## src/rtl/counter_ctrl.sv

```systemverilog
`default_nettype none
// ============================================================================
//  Module      : counter_ctrl
//  Description : Sequencing controller for a free-running up-counter.
//                Drives the counter enable/clear, watches q for a latched
//                terminal value and produces one-shot or periodic wrap/done
//                events, with an optional finite number of periodic passes.
//  Revision    : 1.0 - initial release
// ============================================================================
module counter_ctrl #(
    parameter int WIDTH    = 4,
    parameter int REPEAT_W = 4
) (
    input  logic                clk,
    input  logic                rst,
    input  logic                start,
    input  logic                stop,
    input  logic                mode,
    input  logic [WIDTH-1:0]    term,
    input  logic [REPEAT_W-1:0] repeat_cnt,
    input  logic [WIDTH-1:0]    q,
    output logic                cnt_en,
    output logic                cnt_clr,
    output logic                busy,
    output logic                wrap,
    output logic                done,
    output logic [REPEAT_W-1:0] pass_cnt
);

    // Controller states
    localparam logic [1:0] c_st_idle  = 2'd0;
    localparam logic [1:0] c_st_clear = 2'd1;
    localparam logic [1:0] c_st_run   = 2'd2;
    localparam logic [1:0] c_st_done  = 2'd3;

    logic [1:0]          r_state;
    logic [WIDTH-1:0]    r_term;
    logic                r_mode;
    logic [REPEAT_W-1:0] r_repeat;
    logic [REPEAT_W-1:0] r_pass_cnt;

    logic [1:0]          w_state_nxt;
    logic                w_accept;
    logic                w_pass_inc;
    logic                w_hit;
    logic                w_last_pass;
    logic [REPEAT_W-1:0] w_pass_next;

    // Terminal compare is only meaningful while counting; full-width match.
    assign w_hit       = (r_state == c_st_run) && (q == r_term);
    assign w_pass_next = r_pass_cnt + 1'b1;
    // One-shot always finishes on its first hit; periodic finishes when the
    // pass about to complete is the last requested one (repeat 0 = forever).
    assign w_last_pass = !r_mode || ((r_repeat != '0) && (w_pass_next == r_repeat));
    assign pass_cnt    = r_pass_cnt;

    // State register
    always_ff @(posedge clk) begin
        if (rst) begin
            r_state <= c_st_idle;
        end else begin
            r_state <= w_state_nxt;
        end
    end

    // Run configuration is captured only when a start is accepted
    always_ff @(posedge clk) begin
        if (rst) begin
            r_term   <= '0;
            r_mode   <= 1'b0;
            r_repeat <= '0;
        end else if (w_accept) begin
            r_term   <= term;
            r_mode   <= mode;
            r_repeat <= repeat_cnt;
        end
    end

    // Completed-pass counter: cleared on a new run, bumped on each hit
    always_ff @(posedge clk) begin
        if (rst) begin
            r_pass_cnt <= '0;
        end else if (w_accept) begin
            r_pass_cnt <= '0;
        end else if (w_pass_inc) begin
            r_pass_cnt <= w_pass_next;
        end
    end

    // Next-state and output decode; stop outranks a simultaneous hit in RUN
    always_comb begin
        w_state_nxt = r_state;
        w_accept    = 1'b0;
        w_pass_inc  = 1'b0;
        cnt_en      = 1'b0;
        cnt_clr     = 1'b0;
        busy        = 1'b0;
        wrap        = 1'b0;
        done        = 1'b0;
        case (r_state)
            c_st_idle: begin
                if (start && !stop) begin
                    w_accept    = 1'b1;
                    w_state_nxt = c_st_clear;
                end
            end
            c_st_clear: begin
                // The clear is issued even when the run is being aborted.
                cnt_clr     = 1'b1;
                busy        = 1'b1;
                w_state_nxt = stop ? c_st_idle : c_st_run;
            end
            c_st_run: begin
                busy = 1'b1;
                if (stop) begin
                    w_state_nxt = c_st_idle;
                end else if (!w_hit) begin
                    cnt_en = 1'b1;
                end else begin
                    wrap       = 1'b1;
                    w_pass_inc = 1'b1;
                    if (w_last_pass) begin
                        w_state_nxt = c_st_done;
                    end else begin
                        // Restart the next pass from zero.
                        cnt_clr = 1'b1;
                    end
                end
            end
            c_st_done: begin
                done        = 1'b1;
                w_state_nxt = c_st_idle;
            end
            default: begin
                w_state_nxt = c_st_idle;
            end
        endcase
    end

endmodule
`default_nettype wire

```

## config.mk

```make
export PLATFORM = sky130hd
export DESIGN_NAME = counter_ctrl
export DESIGN_NICKNAME = d
export VERILOG_FILES = /design/src/rtl/counter_ctrl.sv
export SDC_FILE = /design/constraint.sdc
export NUM_CORES = 1
export LEC_CHECK = 0
export BUFFER_PORTS_ARGS = -buffer_cell sky130_fd_sc_hd__buf_2
export CAP_MARGIN = 20
export CORE_MARGIN = 1
export CORE_UTILIZATION = 45
export CTS_BUF_LIST = sky130_fd_sc_hd__clkbuf_2
export CTS_CLUSTER_DIAMETER = 120
export CTS_CLUSTER_SIZE = 25
export DETAILED_ROUTE_END_ITERATION = 7
export PLACE_DENSITY = 0.72
export SLEW_MARGIN = 10
export SYNTH_ARGS = -nofsm -noshare
export SYNTH_HDL_FRONTEND = slang
export SYNTH_SLANG_ARGS = --single-unit
export TNS_END_PERCENT = 30
```

## constraint.sdc

```tcl
create_clock -name clk -period 2.2 [get_ports clk]
set_input_delay 0.22 -clock clk [delete_from_list [all_inputs] [get_ports clk]]
set_output_delay 0.22 -clock clk [all_outputs]
set_load 0.02 [all_outputs]
```

==> key figures, run 1 <==
Die
  – Die Y: between 40 and 50 um
  – Die X-Extent: between 40 and 50 um
  – Floorplan die area: between 2000 and 2500 um^2
  – Count of pins on the block boundary: 26
  – Effective utilization at floorplan: 50.5%
  – Placement Rows: 15
  – Core region area: between 1500 and 2000 um^2

STA
  – Final sum of negative setup slack: 0 ns
  – Unrepaired setup endpoints after global routing: false
  – Final period util: between 90 and 100%
  – Pin slew with the least headroom to its limit: ~0.47 ns
  – Max-slew headroom: between 60% and 70%
  – Pins Over Slew Limit: 0
  – Highest clock rate: around 480 MHz
  – Setup violations, final: 0
  – Post-Route Skew: about 0.0065 ns
  – Min Clock Period, post-route: 2.09 ns
  – Final Hold Vio Count: 0
  – Worst hold margin: 0.141 ns

Detailed routing
  – Initial DRC count: 17
  – Routed wire per std cell: approximately 14 um
  – Number of iterations in the first detailed-routing pass: 6
  – Post-route DRC: 0
  – Final ANT Viol Nets: 0
  – Number of vias after detailed routing: 930
  – Final wirelength: around 2300 um
  – Vias per inst: 5.57

Clock network
  – Depth of the CTS H-tree: 1
  – Clock Path Buffers: 2
  – Cell chosen for the clock root: sky130_fd_sc_hd__clkbuf_2
  – CTS tree: done
  – Number of buffers created by CTS: 3
  – Clock net sink count: 15
  – Reg clk slew, reported paths: 0.15 ns
  – Worst-Skew Late Latency: roughly 0.30 ns
  – Number of buffers added to fix hold violations after cts: 0

Synth
  – Flip-flop and latch count after synthesis: 15
  – Summed instance area of the synthesized netlist: 920 um^2
  – Sequential fraction of the synthesis area: around 33%
  – Synth warnings: 0
  – Synthesized netlist net count: around 140
  – Number of distinct standard cells referenced by the synthesized netlist: 30
  – Post-Synthesis Cells: between 100 and 150
  – Mapped Avg Cell Area: roughly 8 um^2

Critical path
  – Data arrival at the endpoint of the critical path: approximately 1.9 ns
  – Critical path peak fanout: 5
  – Type of the worst setup path: reg2out
  – Required time at the worst-slack endpoint: between 1.5 and 2 ns
  – Critical Path Sink Type: output port
  – Startpoint kind of the worst setup timing path: register

Global routing
  – Total overflow reported by the global router: 0
  – Global-route wire length before repair: approximately 3500 um
  – Initial antenna violation count: 0
  – Number of global-route vias before repair: 794
  – GR Util All Layers: 22.6%
  – Maximum number of pins on one net before global-route repair: 14

Pwr
  – Part of the total power dissipated in sequential elements: 49.4%
  – Clock share of power: 22.7%
  – Internal power summed over all cells: around 0.00039 W
  – Sw Pwr: ~0.00021 W
  – Total Power: between 0.0006 and 0.0007 W
  – Leakage power total: 0.500 nW
  – Ratio of total power to cell area: 513 nW/um^2
  – Switching share of power: about a third
  – Maximum resistive drop on vdd: about 0.00043 V
  – Comb power frac: ~28%

Layout
  – Area delta synth->final: 28.0%
  – ANT cells: 0
  – Most used cells in the layout excluding fill and tap cells: sky130_fd_sc_hd__buf_2 (24), sky130_fd_sc_hd__nand3_1 (14), sky130_fd_sc_hd__nand2_1 (13)
  – Final design utilization: 64.7%
  – Share of final-layout standard cells stronger than drive strength 1: between 30% and 40%
  – Most common library cell in the layout ignoring fill and taps: sky130_fd_sc_hd__buf_2
  – Total non-filler cell area in the finished layout: 1180 um^2
  – Nets: about 170

Place
  – Placer's final routability congestion estimate: ~0.84
  – Final HPWL from detailed placement: approximately 1600 um
  – Count of buffers inserted at the top-level ports: 25
  – Total cell area at the placement stage: roughly 1100 um^2

Job
  – Reported max-cap violation count: 0

Min path
  – Hold Crit Class: in2reg

Run status
  – Result of the run: finished, final reports clean
-- power groups by stage --
stage / Combinational (W) / Sequential (W) / Clock (W)
floorplan: 0.000106 / 0.000301 / 0
global placement: 0.000148 / 0.000304 / 0
detailed placement: 0.000153 / 0.000304 / 0
CTS: 0.000157 / 0.000298 / 0.000141
global route: 0.000183 / 0.000300 / 0.000150
finish: 0.000169 / 0.000298 / 0.000137
-- through the flow --
| step | worst slack (ns) | instances |
|---|---|---|
| floorplan | 0.257 | 114 |
| global placement | 0.279 | 162 |
| detailed placement | 0.172 | 162 |
| CTS | 0.000226 | 166 |
| global route | 0.00465 | 167 |
| finish | 0.112 | 167 |
-- kinds of logic after synthesis --
| group | count (synthesis) | share of synthesized area, % |
|---|---|---|
| xor gates and xnor gates | 12 | 11.4 |
| DFF | 15 | 32.7 |
| AOI/OAI and AO/OA | 22 | 15.1 |
| muxes | 2 | 2.31 |
| and+or+nand+nor | 48 | 26.7 |
| buffers and inverters | 9 | 3.67 |
| adders and majority gates | 6 | 8.16 |
-- layer usage --
| metal | vias up | routed length [um] | global-route usage (%) |
|---|---|---|---|
| met3 | 9 | 99 | 6.92 |
| li1 | 450 | - | - |
| met5 | - | 0 | 0 |
| met2 | 29 | 1130 | 38.3 |
| met4 | 0 | 47 | 11.4 |
| met1 | 442 | 985 | 25.6 |
-- cell usage after synthesis --
cell / n / area, um^2
sky130_fd_sc_hd__nand3_1: 14 / 70.1
sky130_fd_sc_hd__or4b_1: 1 / 10.0
sky130_fd_sc_hd__nor2_1: 9 / 33.8
sky130_fd_sc_hd__a21boi_2: 1 / 11.3
sky130_fd_sc_hd__o2111ai_1: 1 / 8.76
sky130_fd_sc_hd__nor3_1: 2 / 10.0
sky130_fd_sc_hd__xnor2_1: 4 / 35.0
sky130_fd_sc_hd__o21ai_1: 1 / 5.00
sky130_fd_sc_hd__mux2i_1: 1 / 10.0
sky130_fd_sc_hd__nor4_4: 1 / 21.3
sky130_fd_sc_hd__nor2b_1: 2 / 12.5
sky130_fd_sc_hd__a21boi_1: 1 / 7.51
sky130_fd_sc_hd__nand2_1: 13 / 48.8
sky130_fd_sc_hd__mux2_2: 1 / 11.3
sky130_fd_sc_hd__a21oi_1: 11 / 55.1
sky130_fd_sc_hd__inv_1: 5 / 18.8
sky130_fd_sc_hd__o221ai_1: 1 / 8.76
sky130_fd_sc_hd__dfxtp_1: 15 / 300
sky130_fd_sc_hd__ha_1: 6 / 75.1
sky130_fd_sc_hd__and2_1: 1 / 6.26
sky130_fd_sc_hd__nand2b_1: 3 / 18.8
sky130_fd_sc_hd__clkbuf_1: 4 / 15.0
sky130_fd_sc_hd__o22ai_1: 1 / 6.26
sky130_fd_sc_hd__a22o_1: 1 / 8.76
sky130_fd_sc_hd__and3_2: 1 / 7.51
sky130_fd_sc_hd__nand4_1: 1 / 6.26
sky130_fd_sc_hd__o21ai_0: 2 / 10.0
sky130_fd_sc_hd__xor2_1: 8 / 70.1
sky130_fd_sc_hd__a221o_1: 1 / 10.0
sky130_fd_sc_hd__a22oi_1: 1 / 7.51
-- worst max-delay path, stage by stage (launching register included) --
cell                      delay (ns)
sky130_fd_sc_hd__dfxtp_1        0.38
sky130_fd_sc_hd__inv_1          0.11
sky130_fd_sc_hd__ha_1           0.21
sky130_fd_sc_hd__nor2b_1        0.35
sky130_fd_sc_hd__and3_2         0.25
sky130_fd_sc_hd__a22o_1         0.14
sky130_fd_sc_hd__buf_6          0.12
-- state kept, by name (all words and copies together) (netlist names) --
register and cells:
pass_cnt 4, r_mode 1, r_repeat 4, r_state 2, r_term 4
-- timing repair --
| item | CTS | global route |
|---|---|---|
| setup buffers | 0 | 1 |
| pin swaps | 1 | 6 |
| endpoints found under the setup margin | 1 | 1 |
| resized for setup | 8 | 8 |
-- path summary, 6_finish.rpt --
path | startpoint | to | slack [ns] | cells past startpoint
hold reg to reg | r_term[1]$_SDFFE_PP0P_ | r_term[1]$_SDFFE_PP0P_ | 0.48 | 2
setup reg to reg | r_term[1]$_SDFFE_PP0P_ | pass_cnt[3]$_SDFFE_PP0P_ | 0.37 | 5
setup / recovery | r_state[0]$_SDFFE_PP0P_ | cnt_clr | 0.11 | 6
hold / removal | term[2] | r_term[2]$_SDFFE_PP0P_ | 0.14 | 3
-- area by class of cell --
cell class              count  area [um^2]
clock buffers               3         15.0
clock inverters             1         5.00
fillers                   160          643
inverters                   5         18.8
multi-input cells          90          644
flip-flops and latches     15          309
well taps                  25         31.3
repair buffers             28          154
No activity file was read; power rests on OpenSTA's default activity.
==> run 2: changes to the inputs <==
--- a/config.mk
+++ b/config.mk
@@ -7,7 +7,7 @@
 export LEC_CHECK = 0
 export BUFFER_PORTS_ARGS = -buffer_cell sky130_fd_sc_hd__buf_2
 export CAP_MARGIN = 20
-export CORE_MARGIN = 1
+export CORE_MARGIN = 2
 export CORE_UTILIZATION = 45
 export CTS_BUF_LIST = sky130_fd_sc_hd__clkbuf_2
 export CTS_CLUSTER_DIAMETER = 120
==> run 2 against run 1 <==
  * Clock skew rose by 0.00075 ns
  * Via count decreased by 5.6%
  * Power fell by 2.2%
  * Fmax is 1.7% lower
  * Non-clock buffer count increased by 2
  * Critical path type unchanged
  * Largest power group unchanged
==> key figures, run 2 (synthesis gave the netlist of run 1 again) <==
Layout
  – Area delta synth->final: 26.0%
  – Most used cells in the layout excluding fill and tap cells: sky130_fd_sc_hd__buf_2 (24), sky130_fd_sc_hd__nand3_1 (14), sky130_fd_sc_hd__nand2_1 (13), sky130_fd_sc_hd__dfxtp_1 (13), sky130_fd_sc_hd__a21oi_1 (11)
  – Cell Count, Final, Fillers Out: 171 (+2.4%)
  – Most common library cell in the layout ignoring fill and taps: sky130_fd_sc_hd__buf_2
  – Total non-filler cell area in the finished layout: 1160 um^2 (-1.6%)
  – Share of final-layout standard cells stronger than drive strength 1: 30.6% (-1.1 points)
  – ANT cells: 0 (unchanged)
  – Nets: 168 (+1.2%)
  – Final-layout fill cell count: 197 (+23%)

Detailed routing
  – Number of vias after detailed routing: 878 (-5.6%)
  – Post-route DRC: 0 (unchanged)
  – Initial DRC count: 12 (-5)
  – Routed wire per std cell: 12.0 um (-11%)
  – Final wirelength: 2060 um (-9.0%)
  – Number of iterations in the first detailed-routing pass: 6 (unchanged)
  – Vias per inst: 5.13 (-7.8%)
  – Final ANT Viol Nets: 0 (unchanged)

Clock network
  – CTS tree: done
  – Reg clk slew, reported paths: 0.14 ns (about the same)
  – Clock net sink count: 15 (unchanged)
  – Cell chosen for the clock root: sky130_fd_sc_hd__clkbuf_2
  – Clock Path Buffers: 2 (unchanged)
  – Depth of the CTS H-tree: 1 (unchanged)
  – Number of buffers created by CTS: 3 (unchanged)
  – Worst-Skew Late Latency: 0.30 ns (about the same)

Critical path
  – Cell-by-cell trace of the critical path: ha_4, xnor2_1, xnor2_1, nor3_1, a21boi_2, a22o_1, buf_4
  – Critical Path Sink Type: output port
  – Reg2Reg Setup Slack: 0.38 ns (about the same)
  – Critical path peak fanout: 3 (-2)
  – Master of the slowest instance on the critical path: sky130_fd_sc_hd__dfxtp_4
  – Type of the worst setup path: reg2out
  – Required time at the worst-slack endpoint: 1.98 ns (about the same)
  – End point of the critical path: cnt_clr
  – Most used cell, CP: sky130_fd_sc_hd__xnor2_1
  – Data arrival at the endpoint of the critical path: 1.90 ns (+0.03 ns)
  – Startpoint of the worst setup timing path: pass_cnt[1]$_SDFFE_PP0P_
  – Worst-case reg-to-reg path depth: 5 (unchanged)
  – Destination of the worst register-to-register timing path: pass_cnt[3]$_SDFFE_PP0P_
  – Startpoint kind of the worst setup timing path: register
  – FF-to-FF Start: r_term[1]$_SDFFE_PP0P_
  – Slowest cell delay on critical path: 0.39 ns (about the same)

Run status
  – Result of the run: finished, final reports clean

Die
  – Die X-Extent: 49.2 um (+4.2%)
  – Floorplan die area: 2420 um^2 (+8.7%)
  – Effective utilization at floorplan: 47.4% (-3.2 points)
  – Count of pins on the block boundary: 26 (unchanged)
  – Placement Rows: 16 (+1)
  – Core region area: 1940 um^2 (+6.7%)
  – Die Y: 49.2 um (+4.2%)

Pwr
  – Ratio of total power to cell area: 510 nW/um^2 (-0.66%)
  – Maximum resistive drop on vdd: 0.000400 V (-6.1%)
  – Leakage power total: 0.504 nW (+0.68%)

STA
  – Pins Over Slew Limit: 0 (unchanged)
  – Final Hold Vio Count: 0 (unchanged)
  – Max-slew headroom: 68.0% (-0.41 points)
  – Min Clock Period, post-route: 2.12 ns (+0.0363 ns)
  – Final period util: 96.6% (+1.6 points)
  – Highest clock rate: 471 MHz (-1.7%)
  – Pin slew with the least headroom to its limit: 0.476 ns (+0.00614 ns)
  – Post-Route Skew: 0.00726 ns (+0.000754 ns)
  – Setup violations, final: 0 (unchanged)

Place
  – Total cell area at the placement stage: 1080 um^2 (+0.23%)
  – Placer's final routability congestion estimate: 0.803 (-4.1%)
  – Number of placed instances, taps included: 164 (+1.2%)
  – Count of buffers inserted at the top-level ports: 25 (unchanged)
  – Final HPWL from detailed placement: 1480 um (-8.5%)

Global routing
  – Number of global-route vias before repair: 831 (+4.7%)
  – GR Util All Layers: 18.6% (-4.0 points)
  – Global-route wire length before repair: 3570 um (+3.2%)
  – Maximum number of pins on one net before global-route repair: 14 (unchanged)
  – Initial antenna violation count: 0 (unchanged)
  – Total overflow reported by the global router: 0 (unchanged)

Min path
  – Hold Crit Class: in2reg

Job
  – Reported max-cap violation count: 0 (unchanged)
==> run 2: where the power goes <==
part	switching, W	total, W	internal (W)
combinational	0.0000925	0.000157	0.0000640
sequential	0.0000127	0.000296	0.000283
clock	0.0000899	0.000138	0.0000482
==> run 2: cell type report <==
| class | count | area [um^2] | share of cell area, % |
|---|---|---|---|
| Timing Repair Buffer | 30 | 165 | 14.3 |
| Clock buffer | 4 | 20.0 | 1.73 |
| Multi-Input combinational cell | 90 | 613 | 52.9 |
| Sequential cell | 15 | 308 | 26.6 |
| Tap cell | 27 | 33.8 | 2.92 |
| Inverter | 5 | 18.8 | 1.62 |
==> run 2: routing by layer <==
metal	track usage (%)	share of wire [%]	vias to the layer above
li1	-	-	452
met1	24.3	48	397
met2	30.0	46	26
met3	2.76	4.9	3
met4	8.57	1.2	0
met5	0	0	-
==> run 2: critical path, delay by kind of cell, from the launching register on <==
kind            cells  cell delay (ns)
buf+inv             1             0.15
fa+ha+maj           1             0.16
compound gates      2             0.32
xor+xnor            2             0.29
flops               1             0.39
simple gates        1             0.30
==> run 2: timing repair <==
item / in CTS / in global routing
resized for setup: 4 / 6
setup endpoints to repair: 1 / 1
setup buffers: 0 / 3
pin swaps: 0 / 1
hold buffers: 0 / 0
==> run 2: per-stage QoR <==
stage / hold WS (ns) / util [%] / power [W] / TNS (ns) / setup slack (ns)
2_1_floorplan: 0.367 / - / 0.000407 / 0 / 0.257
3_3_place_gp: 0.456 / 55.5 / 0.000451 / 0 / 0.278
3_5_place_dp: 0.461 / 55.5 / 0.000456 / 0 / 0.220
4_1_cts: 0.150 / 57.5 / 0.000591 / 0 / 0.0313
5_1_grt: 0.130 / 59.7 / 0.000632 / -0.0419 / -0.0419
6_report: 0.151 / 59.7 / 0.000591 / 0 / 0.0753
==> run 2: how the worst min path moves through the flow <==
| stage | start | endpoint | slack [ns] | cells past startpoint |
|---|---|---|---|---|
| final | term[0] | r_term[0]$_SDFFE_PP0P_ | 0.15 | 3 |
| after global routing | term[3] | r_term[3]$_SDFFE_PP0P_ | 0.13 | 3 |
| after CTS | term[3] | r_term[3]$_SDFFE_PP0P_ | 0.15 | 3 |
| after detailed placement | r_term[0]$_SDFFE_PP0P_ | r_term[0]$_SDFFE_PP0P_ | 0.46 | 2 |
| after global placement | r_term[1]$_SDFFE_PP0P_ | r_term[1]$_SDFFE_PP0P_ | 0.46 | 2 |
| after floorplan | repeat_cnt[1] | r_repeat[1]$_SDFFE_PP0P_ | 0.37 | 2 |
==> run 3: changes to the inputs <==
--- a/config.mk
+++ b/config.mk
@@ -5,6 +5,7 @@
 export SDC_FILE = /design/constraint.sdc
 export NUM_CORES = 1
 export LEC_CHECK = 0
+export ABC_AREA = 1
 export BUFFER_PORTS_ARGS = -buffer_cell sky130_fd_sc_hd__buf_2
 export CAP_MARGIN = 20
 export CORE_MARGIN = 2
==> run 3 against run 2 <==
  * Global-route usage down 1.6 points
  * Worst hold slack improved by 0.051 ns
  * Setup slack improved by 0.14 ns
  * Sequential power rose by 21%
  * Non-clock buffer count fell by 4
  * Power increased by 47%
  * Via count fell by 3.3%
  * First-iteration DRC count fell by 33%
  * Critical path depth is 2 higher
  * Routed wire length fell by 18%
  * Synthesized cell count increased by 9.6%
==> key figures, run 3 <==
Place
  – Placer's final routability congestion estimate: 0.895 (+11%)
  – Post-Place Setup Slack: 0.384 ns (+0.164 ns)
  – Count of buffers inserted at the top-level ports: 25 (unchanged)
  – Final HPWL from detailed placement: 1390 um (-5.7%)
  – Total cell area at the placement stage: 1010 um^2 (-6.3%)

Detailed routing
  – Routed wire per std cell: 9.51 um (-21%)
  – Initial DRC count: 8 (-4)
  – Number of vias after detailed routing: 849 (-3.3%)
  – Final ANT Viol Nets: 0 (unchanged)
  – Number of iterations in the first detailed-routing pass: 4 (-2)
  – Post-route DRC: 0 (unchanged)
  – Final wirelength: 1690 um (-18%)
  – Vias per inst: 4.77 (-7.1%)

STA
  – Min Clock Period, post-route: 1.99 ns (-0.135 ns)
  – Pin slew with the least headroom to its limit: 0.398 ns (-0.0783 ns)
  – Setup violations, final: 0 (unchanged)
  – Unrepaired setup endpoints after global routing: false
  – Final period util: 90.4% (-6.2 points)
  – Pins Over Slew Limit: 0 (unchanged)
  – Final Hold Vio Count: 0 (unchanged)
  – Post-Route Skew: 0.00498 ns (-0.00228 ns)
  – Final sum of negative setup slack: 0 ns (unchanged)
  – Minimum setup slack in the final design: 0.211 ns (+0.135 ns)
  – Highest clock rate: 503 MHz (+6.8%)
  – Max-slew headroom: 73.4% (+5.4 points)

Die
  – Effective utilization at floorplan: 48.6% (+1.2 points)
  – Floorplan die area: 2270 um^2 (-6.3%)
  – Die X-Extent: 47.6 um (-3.2%)
  – Die Y: 47.6 um (-3.2%)
  – Count of pins on the block boundary: 26 (unchanged)
  – Core region area: 1760 um^2 (-9.1%)
  – Placement Rows: 15 (-1)

Pwr
  – Leakage power total: 0.511 nW (+1.5%)
  – Ratio of total power to cell area: 829 nW/um^2 (+63%)
  – Maximum resistive drop on vdd: 0.000449 V (+12%)

Synth
  – Post-synth top area share: 35.0% (+2.4 points)
  – Sequential fraction of the synthesis area: 35.0% (+2.4 points)
  – Mapped Avg Cell Area: 6.86 um^2 (-15%)
  – Post-Synthesis Cells: 125 (+9.6%)
  – Main flop type after synthesis: sky130_fd_sc_hd__dfxtp_1
  – Synthesized-area fraction occupied by adder cells: 8.76% (+0.60 points)
  – Main combinational cell family by area after synthesis: simple AND/OR/NAND/NOR gates
  – Number of distinct standard cells referenced by the synthesized netlist: 20 (-33%)
  – Flip-flop and latch count after synthesis: 15 (unchanged)
  – Count of flip-flops with a built-in enable after synthesis: 0 (unchanged)
  – Synth warnings: 0 (unchanged)
  – Share of the synthesized area in compound gates (AO/OA/AOI/OAI): 15.5% (+0.37 points)
  – Synthesized-area fraction occupied by and/or/nand/nor cells: 26.1% (-0.54 points)
  – Synthesized netlist net count: 148 (+8.0%)
  – Post-synthesis cell type with the largest combined area: sky130_fd_sc_hd__dfxtp_1
  – Most instantiated library cell after synthesis: sky130_fd_sc_hd__nand2_1
  – Proportion of synthesized area in mux cells: 0% (-2.3 points)
  – Area share of xor/xnor cells in the synthesized design: 5.11% (-6.3 points)
  – Main area contributors after synthesis: sky130_fd_sc_hd__dfxtp_1 (35%), sky130_fd_sc_hd__nand2_1 (10%), sky130_fd_sc_hd__ha_1 (8.8%)
  – Top cells by count, synth: sky130_fd_sc_hd__nand2_1 (23), sky130_fd_sc_hd__inv_1 (19), sky130_fd_sc_hd__dfxtp_1 (15), sky130_fd_sc_hd__nor2_1 (14), sky130_fd_sc_hd__a21oi_1 (13)
  – Summed instance area of the synthesized netlist: 857 um^2 (-6.8%)
  – Proportion of synthesized flip-flops having asynchronous set or reset: 0% (unchanged)

Clock network
  – Number of buffers added to fix hold violations after cts: 0 (unchanged)
  – Worst-Skew Late Latency: 0.28 ns (-0.02 ns)
  – Number of resized instances in the post-cts repair step: 0 (-4)
  – Cell chosen for the clock root: sky130_fd_sc_hd__clkbuf_2
  – Depth of the CTS H-tree: 1 (unchanged)
  – Buffers inserted by post-CTS timing repair: 0 (unchanged)
  – Clock net sink count: 15 (unchanged)
  – Clock Path Buffers: 2 (unchanged)
  – Number of buffers created by CTS: 3 (unchanged)
  – Reg clk slew, reported paths: 0.14 ns (about the same)
  – CTS tree: done

Global routing
  – GR Util All Layers: 17.0% (-1.6 points)
  – Number of global-route vias before repair: 731 (-12%)
  – Total overflow reported by the global router: 0 (unchanged)
  – Initial antenna violation count: 0 (unchanged)
  – Global-route wire length before repair: 2660 um (-25%)
  – Maximum number of pins on one net before global-route repair: 13 (-1)

Job
  – Reported max-cap violation count: 0 (unchanged)

Critical path
  – Slowest cell delay on critical path: 0.40 ns (about the same)
  – Family with the most delay on the worst path: flip-flops
  – Startpoint kind of the worst setup timing path: register
  – Data arrival at the endpoint of the critical path: 1.77 ns (-0.13 ns)
  – Critical Path Sink Type: output port
  – Buffers & Inverters on Critical Path: 1 (unchanged)
  – Master of the slowest instance on the critical path: sky130_fd_sc_hd__dfxtp_4
  – Cell-by-cell trace of the critical path: ha_4, xnor2_1, nand2_1, nor2_1, nand3_1, nand2_1, nor2_1, o21a_1, buf_2
  – Required time at the worst-slack endpoint: 1.98 ns (about the same)
  – Type of the worst setup path: reg2out
  – Critical path peak fanout: 8 (+5)
  – Reg2Reg Setup Slack: 0.63 ns (+0.25 ns)

Min path
  – Hold Crit Class: in2reg

Layout
  – Most common library cell in the layout ignoring fill and taps: sky130_fd_sc_hd__buf_2
  – Most used cells in the layout excluding fill and tap cells: sky130_fd_sc_hd__buf_2 (25), sky130_fd_sc_hd__nand2_1 (23), sky130_fd_sc_hd__inv_1 (19)
  – Area delta synth->final: 22.3%
  – ANT cells: 0 (unchanged)
  – Nets: 177 (+5.4%)
  – Total non-filler cell area in the finished layout: 1050 um^2 (-9.5%)
  – Share of final-layout standard cells stronger than drive strength 1: 22.9% (-7.7 points)
  – Final-layout fill cell count: 197 (unchanged)

Run status
  – Result of the run: finished, final reports clean
==> run 3: worst paths after layout <==
check | from | endpoint | depth (start not counted)
worst max-delay path | pass_cnt[0]$_SDFFE_PP0P_ | cnt_clr | 9
worst min-delay path | term[1] | r_term[1]$_SDFFE_PP0P_ | 3
worst max register to register | r_state[0]$_SDFFE_PP0P_ | r_mode$_SDFFE_PP0P_ | 6
worst min register to register | r_term[1]$_SDFFE_PP0P_ | r_term[1]$_SDFFE_PP0P_ | 2
==> run 3: per-layer routing <==
metal / share of wire [%] / global-route usage (%) / routed length [um]
met2: 45 / 29.2 / 760
met3: 6.0 / 4.53 / 101
met4: 1.2 / 6.49 / 21
met1: 48 / 20.2 / 809
met5: 0 / 0 / 0
==> run 3: logic make-up after synthesis <==
logic type	after synthesis
compound gates	25
xor+xnor	5
fa+ha+maj	6
buf+inv	21
flops	15
simple gates	53
==> run 3: worst reg2reg max path: stages, from the launching register on <==
cell,delay [ns]
sky130_fd_sc_hd__dfxtp_1,0.37
sky130_fd_sc_hd__inv_1,0.11
sky130_fd_sc_hd__ha_1,0.18
sky130_fd_sc_hd__nand3_1,0.30
sky130_fd_sc_hd__buf_4,0.29
sky130_fd_sc_hd__o21ai_0,0.17
sky130_fd_sc_hd__a21oi_1,0.05
==> run 3: area by class of cell <==
type                    instances  area [um^2]  area share [%]
clock inverters                 1         5.00           0.477
repair buffers                 26          133            12.6
flip-flops and latches         15          305            29.1
inverters                      19         71.3            6.80
multi-input cells              89          488            46.5
clock buffers                   3         15.0            1.43
well taps                      25         31.3            2.98
==> run 3: report_power, final <==
part / internal, W / switching (W) / leakage (nW)
sequential: 0.000320 / 0.0000376 / 0.124
combinational: 0.000154 / 0.000229 / 0.371
clock: 0.0000411 / 0.0000868 / 0.0164
==> run 3: stage by stage <==
stage / std cells / utilization, % / total power [W] / hold WS (ns)
finish: 178 / 59.4 / 0.000869 / 0.202
global route: 178 / 59.4 / 0.000960 / 0.202
CTS: 178 / 58.4 / 0.000880 / 0.203
detailed placement: 174 / 57.3 / 0.000753 / 0.449
global placement: 174 / 57.3 / 0.000742 / 0.444
floorplan: 125 / - / 0.000660 / 0.401
